## config.mk

```make
export PLATFORM = sky130hd
export DESIGN_NAME = serial_adder_ctrl
export DESIGN_NICKNAME = d
export VERILOG_FILES = /design/src/rtl/serial_adder_ctrl.sv
export SDC_FILE = /design/constraint.sdc
export NUM_CORES = 1
export LEC_CHECK = 0
export BUFFER_PORTS_ARGS = -buffer_cell sky130_fd_sc_hd__buf_2
export CORE_ASPECT_RATIO = 1.5
export CORE_MARGIN = 3
export CORE_UTILIZATION = 45
export CTS_CLUSTER_DIAMETER = 80
export DETAILED_ROUTE_END_ITERATION = 8
export PLACE_DENSITY = 0.68
export SETUP_SLACK_MARGIN = 0.05
export SYNTH_ARGS = -nofsm -noshare
export SYNTH_HDL_FRONTEND = slang
export SYNTH_SLANG_ARGS = --single-unit
export TNS_END_PERCENT = 100
```

## constraint.sdc

```tcl
create_clock -name clk -period 2.3 [get_ports clk]
set_input_delay 0.115 -clock clk [delete_from_list [all_inputs] [get_ports clk]]
set_output_delay 0.115 -clock clk [all_outputs]
set_load 0.03 [all_outputs]
```

## src/rtl/serial_adder_ctrl.sv

```systemverilog
// Bit-serial WIDTH-bit adder: sequences one full_adder cell over the
// operands LSB first, holding the carry in a register between bits.

module full_adder (
  input  logic a,
  input  logic b,
  input  logic cin,
  output logic s,
  output logic cout
);

  assign s    = a ^ b ^ cin;
  assign cout = (a & b) | (cin & (a ^ b));

endmodule

module serial_adder_ctrl #(
  parameter  int WIDTH = 8,
  localparam int CNT_W = $clog2(WIDTH + 1)
) (
  input  logic             clk,
  input  logic             rst_n,
  input  logic             start,
  input  logic [WIDTH-1:0] a_in,
  input  logic [WIDTH-1:0] b_in,
  input  logic             cin,
  output logic             busy,
  output logic             done,
  output logic [WIDTH-1:0] sum_out,
  output logic             cout
);

  typedef enum logic [1:0] {
    S_IDLE,
    S_RUN,
    S_DONE
  } state_t;

  localparam logic [CNT_W-1:0] LAST = CNT_W'(WIDTH - 1);

  state_t           state_q, state_d;
  logic [WIDTH-1:0] a_sr_q, a_sr_d;
  logic [WIDTH-1:0] b_sr_q, b_sr_d;
  logic [WIDTH-1:0] s_sr_q, s_sr_d;
  logic             carry_q, carry_d;
  logic [CNT_W-1:0] cnt_q, cnt_d;
  logic [WIDTH-1:0] sum_q, sum_d;
  logic             cout_q, cout_d;
  logic             busy_q, busy_d;
  logic             done_q, done_d;

  logic             fa_s;
  logic             fa_co;
  logic [WIDTH-1:0] s_shift;

  full_adder u_fa (
    .a    (a_sr_q[0]),
    .b    (b_sr_q[0]),
    .cin  (carry_q),
    .s    (fa_s),
    .cout (fa_co)
  );

  // New sum bit enters at the MSB; after WIDTH shifts it lines up LSB first.
  if (WIDTH == 1) begin : g_w1
    assign s_shift = fa_s;
  end else begin : g_wn
    assign s_shift = {fa_s, s_sr_q[WIDTH-1:1]};
  end

  always_comb begin
    state_d = state_q;
    a_sr_d  = a_sr_q;
    b_sr_d  = b_sr_q;
    s_sr_d  = s_sr_q;
    carry_d = carry_q;
    cnt_d   = cnt_q;
    sum_d   = sum_q;
    cout_d  = cout_q;

    unique case (state_q)
      S_IDLE: begin
        if (start) begin
          a_sr_d  = a_in;
          b_sr_d  = b_in;
          carry_d = cin;
          cnt_d   = '0;
          state_d = S_RUN;
        end
      end
      S_RUN: begin
        a_sr_d  = a_sr_q >> 1;
        b_sr_d  = b_sr_q >> 1;
        s_sr_d  = s_shift;
        carry_d = fa_co;
        cnt_d   = cnt_q + CNT_W'(1);
        if (cnt_q == LAST) begin
          sum_d   = s_shift;
          cout_d  = fa_co;
          state_d = S_DONE;
        end
      end
      S_DONE: begin
        if (start) begin
          a_sr_d  = a_in;
          b_sr_d  = b_in;
          carry_d = cin;
          cnt_d   = '0;
          state_d = S_RUN;
        end else begin
          state_d = S_IDLE;
        end
      end
      default: state_d = S_IDLE;
    endcase

    busy_d = (state_d == S_RUN);
    done_d = (state_d == S_DONE);
  end

  always_ff @(posedge clk or negedge rst_n) begin
    if (!rst_n) begin
      state_q <= S_IDLE;
      a_sr_q  <= '0;
      b_sr_q  <= '0;
      s_sr_q  <= '0;
      carry_q <= 1'b0;
      cnt_q   <= '0;
      sum_q   <= '0;
      cout_q  <= 1'b0;
      busy_q  <= 1'b0;
      done_q  <= 1'b0;
    end else begin
      state_q <= state_d;
      a_sr_q  <= a_sr_d;
      b_sr_q  <= b_sr_d;
      s_sr_q  <= s_sr_d;
      carry_q <= carry_d;
      cnt_q   <= cnt_d;
      sum_q   <= sum_d;
      cout_q  <= cout_d;
      busy_q  <= busy_d;
      done_q  <= done_d;
    end
  end

  assign busy    = busy_q;
  assign done    = done_q;
  assign sum_out = sum_q;
  assign cout    = cout_q;

endmodule

```

==> impl_metrics.json, run 1 <==
{
  "synth_top_family_by_area": "multiplexers",
  "drt_pre_antenna_iters": 4,
  "p_int_mw": 1.98,
  "hold_viol": 0,
  "ctsRootBufferMaster": "clkbuf_8",
  "area.growth.synth_to_final_pct": 15.3,
  "cts_setup_buffers": 0,
  "clockPowerShare": 0.153,
  "pwr-share-seq": 0.421,
  "clk_latency_ns": 0.28,
  "powerDensity_nw_per_um2": 1450,
  "syn_area_um2": 1800,
  "finalSetupTns_ns": 0,
  "ir_drop_mv": 0.791,
  "core_um2": 3750,
  "fin_crit_sh": 0.771,
  "critPathTopFamily": "simple AND/OR/NAND/NOR gates",
  "hold_ws_ns": 0.140,
  "drt_iter0_drc": 16,
  "p_leak_nw": 0.962,
  "die_h_um": 83.4,
  "setup-violations-final": 0,
  "critPathMaxFanout": 15,
  "slew_violations": 0,
  "synth-simple-area-share": 0.0529,
  "syn_nets": 145,
  "max_freq_mhz": 564,
  "num_antenna_cells": 0,
  "synth_area_leader_cell": "dfrtp_1",
  "grtUsageTotal": 0.144,
  "gp_congestion": 0.768,
  "synthCells": 123,
  "cp_num_buf_inv": 0,
  "tritoncts": "built",
  "die_w_um": 57.6,
  "grt_first_pass_wirelength_mm": 5.34,
  "crit_required_ns": 2.47,
  "yosysUniqueCellTypes": 21,
  "h-tree-depth": 2,
  "end_kind": "register",
  "portBuffers": 30,
  "dp_hpwl_mm": 2.15,
  "period_needed_ns": 1.77,
  "net-switching-power_mw": 1.02,
  "dieArea_um2": 4810,
  "max_stage_delay_ns": 0.55,
  "crit_slowest_cell": "nand2_1",
  "final-instance-count-excl-fill": 200,
  "critical_path.startpoint_type": "register",
  "maxCapViolations": 0,
  "sw_frac_of_total": 0.340,
  "fill_cells": 337,
  "dp_worst_setup_slack_ns": 0.486,
  "synth_top_cell_area_share": 0.571,
  "drive_gt1_frac": 0.541,
  "cts.sinks": 41,
  "status": "finished clean",
  "path_cells": "nand2b_1 -> nand2_1 -> mux2_2",
  "synth-main-ff-cell": "dfrtp_1",
  "finalPower_mw": 3.01,
  "synth.mux.area_fraction": 0.299,
  "fin_util": 0.553,
  "clkSlewWorstSetupHoldPaths_ns": 0.07,
  "hold_class": "in -> reg",
  "maxSlewHeadroom": 0.409,
  "clk_path_buf_depth": 2,
  "synth_area_leaders": "dfrtp_1, mux2_2, o21ai_0, fa_1, mux2i_1",
  "tightest_slew_ns": 0.887,
  "async_flop_share": 1.00,
  "synth_compound_area_frac": 0.0251,
  "grt_pass1_vias": 1160,
  "fin_nets": 179,
  "num_rows": 27,
  "seq_area_frac_synth": 0.571,
  "antenna_found_initial": 0,
  "dp_cells": 192,
  "ys_seq_elements": 41,
  "cts_buffers": 5,
  "via_per_inst": 5.25,
  "synth_xor_xnor_area_share": 0.00974,
  "drc": 0,
  "grt_max_degree": 42,
  "routed_wl_mm": 2.94,
  "post_dp_cell_area_um2": 1980,
  "initial_core_util": 0.479,
  "final_area_um2": 2070,
  "io_pins": 31,
  "synth_edf_count": 0,
  "vias": 1050,
  "syn_area_per_cell_um2": 14.6,
  "critPathArrivalTime_ns": 1.95,
  "final.setup_skew_ns": 0.00248,
  "synth_fa_ha_area_frac": 0.0181,
  "comb_power_share": 0.426,
  "rsz0062_at_grt": "false",
  "wl_per_cell_um": 14.7,
  "setup_ws_ns": 0.528,
  "grt_overflow": 0,
  "postRouteAntennaNets": 0,
  "critPathKind": "reg -> reg",
  "yosysWarnings": 0
}
[synthesized netlist by cell type, types with 2 or more instances]
| cell type | number |
|---|---|
| mux2_2 | 46 |
| dfrtp_1 | 41 |
| o21ai_0 | 6 |
| nand3_1 | 4 |
| nand2b_1 | 3 |
| a21o_1 | 2 |
| buf_2 | 2 |
| buf_4 | 2 |
| mux2i_1 | 2 |
| nand2_1 | 2 |
| nor3b_1 | 2 |
| xnor2_1 | 2 |
[power by group through the flow]
stage               combinational [mW]  sequential (mW)  clock, mW
floorplan                        0.898             1.41          0
global placement                  1.26             1.26          0
detailed placement                1.31             1.29          0
CTS                               1.31             1.27      0.479
global route                      1.42             1.32      0.514
finish                            1.28             1.26      0.460
[layer usage]
| layer | GRT usage | up-vias | wire, um | share of wire |
|---|---|---|---|---|
| li1 | - | 503 | - | - |
| met1 | 0.164 | 515 | 1170 | 0.40 |
| met2 | 0.247 | 26 | 1560 | 0.53 |
| met3 | 0.0451 | 6 | 164 | 0.056 |
| met4 | 0.0506 | 0 | 46 | 0.016 |
| met5 | 0 | - | 0 | 0 |
[state kept, by name, summed over array words and instances, names as in the netlist]
register and count:
a_sr_q 8, b_sr_q 8, busy 1, carry_q 1, cnt_q 4, cout 1, done 1, s_sr_q 7
state_q 2, sum_out 8
[cell usage in the layout (no fill, tap or decap)]
master | Yosys | layout
xnor2_1 | 2 | 2
nand3_1 | 4 | 4
mux2_2 | 46 | 46
clkbuf_1 | 1 | 1
nand2_1 | 2 | 2
dfrtp_1 | 41 | 41
buf_2 | 2 | 30
buf_4 | 2 | 2
a21o_1 | 2 | 2
mux2i_1 | 2 | 2
dlygate4sd3_1 | 0 | 1
clkbuf_8 | 0 | 6
nor3_1 | 1 | 1
o21ai_0 | 6 | 6
inv_1 | 1 | 1
nor3_4 | 1 | 1
nand4b_1 | 1 | 1
ha_1 | 1 | 1
nor3b_1 | 2 | 2
nor2_1 | 1 | 1
nand2b_1 | 3 | 3
fa_1 | 1 | 1
[timing repair]
action	CTS	global route
hold buffers	1	0
gates resized for setup	0	0
endpoints found under the hold margin	41	0
[cells by family after synthesis]
| kind of cell | after synthesis |
|---|---|
| AOI/OAI and AO/OA | 8 |
| xor gates and xnor gates | 2 |
| muxes | 48 |
| adders and majority gates | 2 |
| DFF | 41 |
| and+or+nand+nor | 15 |
| buffers and inverters | 7 |
[final cells by class]
class	count	area (um^2)	share of cell area
sequential	41	1030	0.495
multi-input combinational	75	728	0.351
timing repair buffer	33	175	0.0845
clock buffer	7	86.3	0.0416
tap	43	53.8	0.0260
inverter	1	3.75	0.00181
[tightest hold or removal path: stages]
cell and delay (ns):
buf_2 0.08, mux2i_1 0.05, o21ai_0 0.14
[final timing paths]
path	start	to	slack (ns)	depth (start not counted)
setup / recovery	state_q[1]$_DFF_PN0_	a_sr_q[6]$_DFFE_PN0P_	0.53	3
hold / removal	b_in[7]	b_sr_q[7]$_DFFE_PN0P_	0.14	3
setup reg to reg	state_q[1]$_DFF_PN0_	a_sr_q[6]$_DFFE_PN0P_	0.53	3
hold reg to reg	sum_out[4]$_DFFE_PN0P_	sum_out[4]$_DFFE_PN0P_	0.50	1
max in group asynchronous	rst_n	s_sr_q[3]$_DFFE_PN0N_	1.26	2
min in group asynchronous	rst_n	sum_out[0]$_DFFE_PN0P_	0.49	2
Power figures use the tool's default switching activity.
==> run 2: changes to the inputs <==
- ABC_AREA: default -> 1
- PLACE_DENSITY: 0.68 -> 0.71
- clock period: 2.3 -> 1.5 ns (I/O delays scaled with it)
==> run 2 against run 1 <==
Against the previous run:
- register-to-register slack worse by 0.27 ns
- sequential share of layout area is 0.44 points lower
- setup slack worse by 0.27 ns
- non-clock buffer count is 4 higher
- core utilization is 1.0 points higher
- clock power is 68% higher
- power is 48% higher
- sequential power is 46% higher
- first-iteration DRC count grew to 3.3 times the previous value
- clock-buffer cell count stayed put
- combinational power is 43% higher
==> impl_metrics.json, run 2 <==
{
  "rsz0062_at_grt": "false",
  "drive_gt1_frac": 0.198,
  "critical_path.startpoint_type": "register",
  "powerDensity_nw_per_um2": 2130,
  "clockPowerShare": 0.174,
  "crit_required_ns": 1.70,
  "synth_area_leaders": "dfrtp_1, nand2_1, o21ai_0, o21ai_1, inv_1",
  "hold_class": "in -> reg",
  "critPathKind": "reg -> reg",
  "syn_area_per_cell_um2": 8.16,
  "sw_frac_of_total": 0.409,
  "cp-startpoint": "carry_q$_DFFE_PN0P_",
  "grtUsageTotal": 0.153,
  "max_stage_delay_ns": 0.54,
  "via_per_inst": 4.67,
  "hold_viol": 0,
  "critPathMaxFanout": 2,
  "slew_violations": 0,
  "synth_edf_count": 0,
  "yosys-top-cells-count": "nand2_1, dfrtp_1, inv_1, o21ai_0, o21ai_1",
  "fin_util": 0.563,
  "fin_nets": 274,
  "async_flop_share": 1.00,
  "crit_slowest_cell": "fa_1",
  "end_kind": "register",
  "yosysWarnings": 0,
  "max_freq_mhz": 806,
  "synthCells": 217,
  "post_dp_cell_area_um2": 1980,
  "layout_commonest_cell": "nand2_1",
  "use_met2": 0.259,
  "wl_per_cell_um": 10.8,
  "pwr-share-seq": 0.414,
  "path_cells": "fa_1 -> inv_1 -> o21ai_0",
  "tightest_slew_ns": 0.500,
  "ir_drop_mv": 1.10,
  "comb_power_share": 0.412,
  "fin_crit_sh": 0.828,
  "portBuffers": 30,
  "cp-endpoint": "s_sr_q[7]$_DFFE_PN0N_",
  "syn_nets": 239,
  "final-instance-count-excl-fill": 296,
  "core_um2": 3720,
  "clkSlewWorstSetupHoldPaths_ns": 0.07,
  "grt_overflow": 0,
  "postRouteAntennaNets": 0,
  "maxSlewHeadroom": 0.667,
  "synth_top_cell_area_share": 0.579,
  "seq_area_frac_synth": 0.579,
  "use_met1": 0.189,
  "cts.sinks": 41,
  "yosysUniqueCellTypes": 16,
  "final_area_um2": 2090,
  "clk_path_buf_depth": 2,
  "io_pins": 31,
  "finalSetupTns_ns": 0,
  "drt_pre_antenna_iters": 4,
  "dieArea_um2": 4740,
  "synth_area_leader_cell": "dfrtp_1",
  "period_needed_ns": 1.24,
  "antenna_found_initial": 0,
  "gp_congestion": 0.762,
  "area.growth.synth_to_final_pct": 18.1,
  "reg2reg_slack_ns": 0.26,
  "ys_seq_elements": 41,
  "rr_startpoint": "carry_q$_DFFE_PN0P_",
  "top_usage_layer": "met2",
  "use_met3": 0.0280,
  "syn_area_um2": 1770,
  "routed_wl_mm": 3.20,
  "die_h_um": 82.9,
  "tritoncts": "built",
  "drt_iter0_drc": 53,
  "cts_setup_buffers": 0,
  "critPathArrivalTime_ns": 1.45,
  "cts_buffers": 5,
  "reg2reg_to": "s_sr_q[7]$_DFFE_PN0N_",
  "p_int_mw": 2.63,
  "grt_max_degree": 42,
  "grt_pass1_vias": 1368,
  "clk_latency_ns": 0.29,
  "fill_cells": 365,
  "vias": 1381,
  "maxCapViolations": 0,
  "num_antenna_cells": 0,
  "dp_cells": 287,
  "synth.most_common_cell": "nand2_1",
  "drc": 0,
  "dp_hpwl_mm": 2.23,
  "ctsRootBufferMaster": "clkbuf_8",
  "final.setup_skew_ns": 0.00406,
  "h-tree-depth": 2,
  "grt_first_pass_wirelength_mm": 5.83,
  "net-switching-power_mw": 1.82,
  "num_rows": 27,
  "status": "finished clean",
  "layout_common_cells": "nand2_1, dfrtp_1, buf_2",
  "synth-main-ff-cell": "dfrtp_1",
  "p_leak_nw": 1.17,
  "setup-violations-final": 0,
  "die_w_um": 57.2,
  "r2r_cells": 3,
  "initial_core_util": 0.477
}
-- run 2: changes by cell type after synthesis, moves of 6 or more --
cell     change
o21ai_0      +6
nor2_1       +6
inv_1       +15
o21ai_1     +12
nand2_1    +105
mux2_2      -46
-- run 2: layout make-up --
cell class,instances,area [um^2],area share
repair buffers,37,218,0.104
flip-flops and latches,41,1030,0.490
well taps,43,53.8,0.0257
clock buffers,7,96.3,0.0461
clock inverters,1,5.00,0.00239
inverters,20,75.1,0.0359
multi-input cells,147,618,0.295
-- run 2: worst min-delay path by stage --
stage	start	cells after the start	slack (ns)	end
after floorplan	rst_n	0	-0.22	a_sr_q[0]$_DFFE_PN0P_
after global placement	rst_n	2	0.17	sum_out[6]$_DFFE_PN0P_
after detailed placement	rst_n	2	0.17	sum_out[6]$_DFFE_PN0P_
after CTS	b_in[7]	3	0.04	b_sr_q[7]$_DFFE_PN0P_
after global routing	b_in[7]	3	0.07	b_sr_q[7]$_DFFE_PN0P_
final	b_in[7]	3	0.05	b_sr_q[7]$_DFFE_PN0P_
-- run 2: power by group through the flow --
stage | sequential, mW | clock (mW) | combinational (mW)
after floorplan | 2.08 | 0 | 1.16
after global placement | 1.85 | 0 | 1.81
after detailed placement | 1.87 | 0 | 1.86
after CTS | 1.85 | 0.799 | 1.88
after global routing | 1.91 | 0.845 | 2.14
final | 1.84 | 0.773 | 1.83
-- run 2: cells by family (layout without fill, tap and decap cells) --
family | Yosys count | in the layout | synth area share
AO/OA/AOI/OAI | 25 | 25 | 0.0706
adder cells (fa/ha/maj) | 2 | 2 | 0.0184
buffers and inverters | 29 | 65 | 0.0720
flip-flops | 41 | 41 | 0.579
AND/OR/NAND/NOR | 120 | 120 | 0.260
-- run 2: routing by layer --
| metal | share of wire | vias up | routed length (um) |
|---|---|---|---|
| li1 | - | 725 | - |
| met1 | 0.45 | 616 | 1430 |
| met2 | 0.49 | 33 | 1560 |
| met3 | 0.043 | 7 | 139 |
| met4 | 0.019 | 0 | 62 |
| met5 | 0 | - | 0 |
-- run 2: timing repair --
action	CTS	global route
gates resized for setup	0	0
endpoints found under the hold margin	41	0
hold buffers	1	0
-- run 2: critical path, delay by kind of cell, from the launching register on --
| family | cells | cell delay (ns) |
|---|---|---|
| DFF | 1 | 0.41 |
| adders and majority gates | 1 | 0.54 |
| buffers and inverters | 1 | 0.04 |
| AOI/OAI and AO/OA | 1 | 0.16 |
-- run 2: through the flow --
step	total power, mW	hold slack, ns	setup WS, ns
floorplan	3.24	-0.221	0.348
global placement	3.66	0.165	0.333
detailed placement	3.73	0.171	0.248
CTS	4.52	0.0419	0.231
global route	4.90	0.0725	0.189
finish	4.45	0.0471	0.259
==> run 3: changes to the inputs <==
- PLACE_DENSITY: 0.71 -> 0.68
- clock period: 1.5 -> 1.2 ns (I/O delays scaled with it)
==> run 3 against run 2 <==
Against the previous run:
- the flow now finishes with violations (negative setup slack)
- clock skew is 0.0061 ns higher
- setup slack worse by 0.27 ns
- combinational power is 48% higher
- cell count is 3.0% higher
- first-iteration DRC count is 5.7% higher
- power is 32% higher
- critical path depth stayed put
- sequential share of layout area is 2.7 points lower
- maximum frequency is 2.4% higher
- sequential cell count stayed put
- wire length is 9.5% higher
- clock-buffer cell count is 1 lower
- largest power group is now combinational cells
==> impl_metrics.json, run 3 (synthesis gave the netlist of run 2 again) <==
{
  "die_h_um": 82.9,
  "end_kind": "register",
  "core_um2": 3720,
  "tightest_slew_ns": 0.391,
  "grt_overflow": 0,
  "initial_core_util": 0.477,
  "violations": "negative setup slack",
  "ir_drop_mv": 1.75,
  "post_dp_cell_area_um2": 2020,
  "num_rows": 27,
  "grtUsageTotal": 0.156,
  "wl_per_cell_um": 11.5,
  "reg2reg_slack_ns": -0.01,
  "slew_violations": 0,
  "finalPower_mw": 5.87,
  "layout_common_cells": "nand2_1, dfrtp_1, buf_2",
  "fin_nets": 283,
  "critPathArrivalTime_ns": 1.42,
  "finalSetupTns_ns": -0.0259,
  "crit_required_ns": 1.41,
  "die_w_um": 57.2,
  "final.setup_skew_ns": 0.0102,
  "fin_util": 0.596,
  "rsz0062_at_grt": "true",
  "critPathKind": "reg -> reg",
  "fin_crit_sh": 1.01,
  "final_area_um2": 2210,
  "clk_latency_ns": 0.29,
  "period_needed_ns": 1.21,
  "clkSlewWorstSetupHoldPaths_ns": 0.08,
  "drt_pre_antenna_iters": 4,
  "critPathMaxFanout": 2,
  "setup_ws_ns": -0.0117,
  "routed_wl_mm": 3.50,
  "drc": 0,
  "gp_congestion": 0.746,
  "crit_slowest_cell": "fa_2",
  "cts.sinks": 41,
  "hold_class": "in -> reg",
  "grt_max_degree": 27,
  "num_antenna_cells": 0,
  "dieArea_um2": 4740,
  "critical_path.startpoint_type": "register",
  "vias": 1432,
  "ctsRootBufferMaster": "clkbuf_8",
  "drive_gt1_frac": 0.267,
  "maxSlewHeadroom": 0.739,
  "io_pins": 31,
  "layout_commonest_cell": "nand2_1",
  "via_per_inst": 4.70,
  "setup-violations-final": 7,
  "drt_iter0_drc": 56,
  "grt_pass1_vias": 1330,
  "powerDensity_nw_per_um2": 2650,
  "hold_viol": 0,
  "clk_path_buf_depth": 2,
  "max_freq_mhz": 825,
  "path_cells": "fa_2 -> inv_2 -> o21ai_1",
  "cts_buffers": 5,
  "antenna_found_initial": 0,
  "h-tree-depth": 2,
  "dp_hpwl_mm": 2.33,
  "maxCapViolations": 0,
  "postRouteAntennaNets": 0,
  "status": "finished with violations",
  "p_leak_nw": 1.22,
  "area.growth.synth_to_final_pct": 24.9,
  "max_stage_delay_ns": 0.57,
  "tritoncts": "built",
  "dp_worst_setup_slack_ns": 0.0125,
  "portBuffers": 30,
  "grt_first_pass_wirelength_mm": 5.72
}
-- run 3: cell types whose count changed in the layout (fill, tap and decap cells not counted), sizes merged --
cell	change
buf	+8
clkinv	+1
-- run 3: area by class of cell --
cell class                 count  area (um^2)
clock buffer                   6         72.6
sequential                    41         1030
timing repair buffer          46          323
tap                           43         53.8
fill                         362         1500
multi-input combinational    147          648
inverter                      20         80.1
clock inverter                 2         10.0
-- run 3: metal layers --
| metal | track usage | routed length [um] |
|---|---|---|
| met5 | 0 | 0 |
| met4 | 0.0696 | 72 |
| met3 | 0.0498 | 180 |
| met2 | 0.253 | 1770 |
| met1 | 0.184 | 1480 |
-- run 3: final timing paths --
check	from	endpoint	cells after the start
setup reg to reg	carry_q$_DFFE_PN0P_	s_sr_q[7]$_DFFE_PN0N_	3
hold reg to reg	b_sr_q[4]$_DFFE_PN0P_	b_sr_q[4]$_DFFE_PN0P_	2
min in group asynchronous	rst_n	b_sr_q[1]$_DFFE_PN0P_	2
setup / recovery	carry_q$_DFFE_PN0P_	s_sr_q[7]$_DFFE_PN0N_	3
max in group asynchronous	rst_n	s_sr_q[5]$_DFFE_PN0N_	3
hold / removal	b_in[7]	b_sr_q[7]$_DFFE_PN0P_	3
-- run 3: where the power goes --
group          internal, mW  switching, mW
sequential             1.98          0.329
combinational          1.05           1.65
clock                 0.403          0.454
-- run 3: timing repair --
action | CTS | global route
endpoints found under the setup margin | 13 | 31
hold buffers | 1 | 0
pin swaps | 2 | 7
gates cloned | 0 | 1
hold endpoints to repair | 15 | 0
buffers inserted | 2 | 3
gates resized for setup | 0 | 19
-- run 3: stage by stage --
step | hold slack (ns) | instances
floorplan | -0.236 | 217
global placement | 0.00190 | 290
detailed placement | 0.00978 | 290
CTS | 0.00328 | 301
global route | 0.0402 | 305
finish | 0.00894 | 305
-- run 3: critical path, delay by kind of cell, from the launching register on --
kind                     cells  cell delay, ns
adder cells (fa/ha/maj)      1            0.57
flip-flops                   1            0.41
AO/OA/AOI/OAI                1            0.12
buffers and inverters        1            0.04
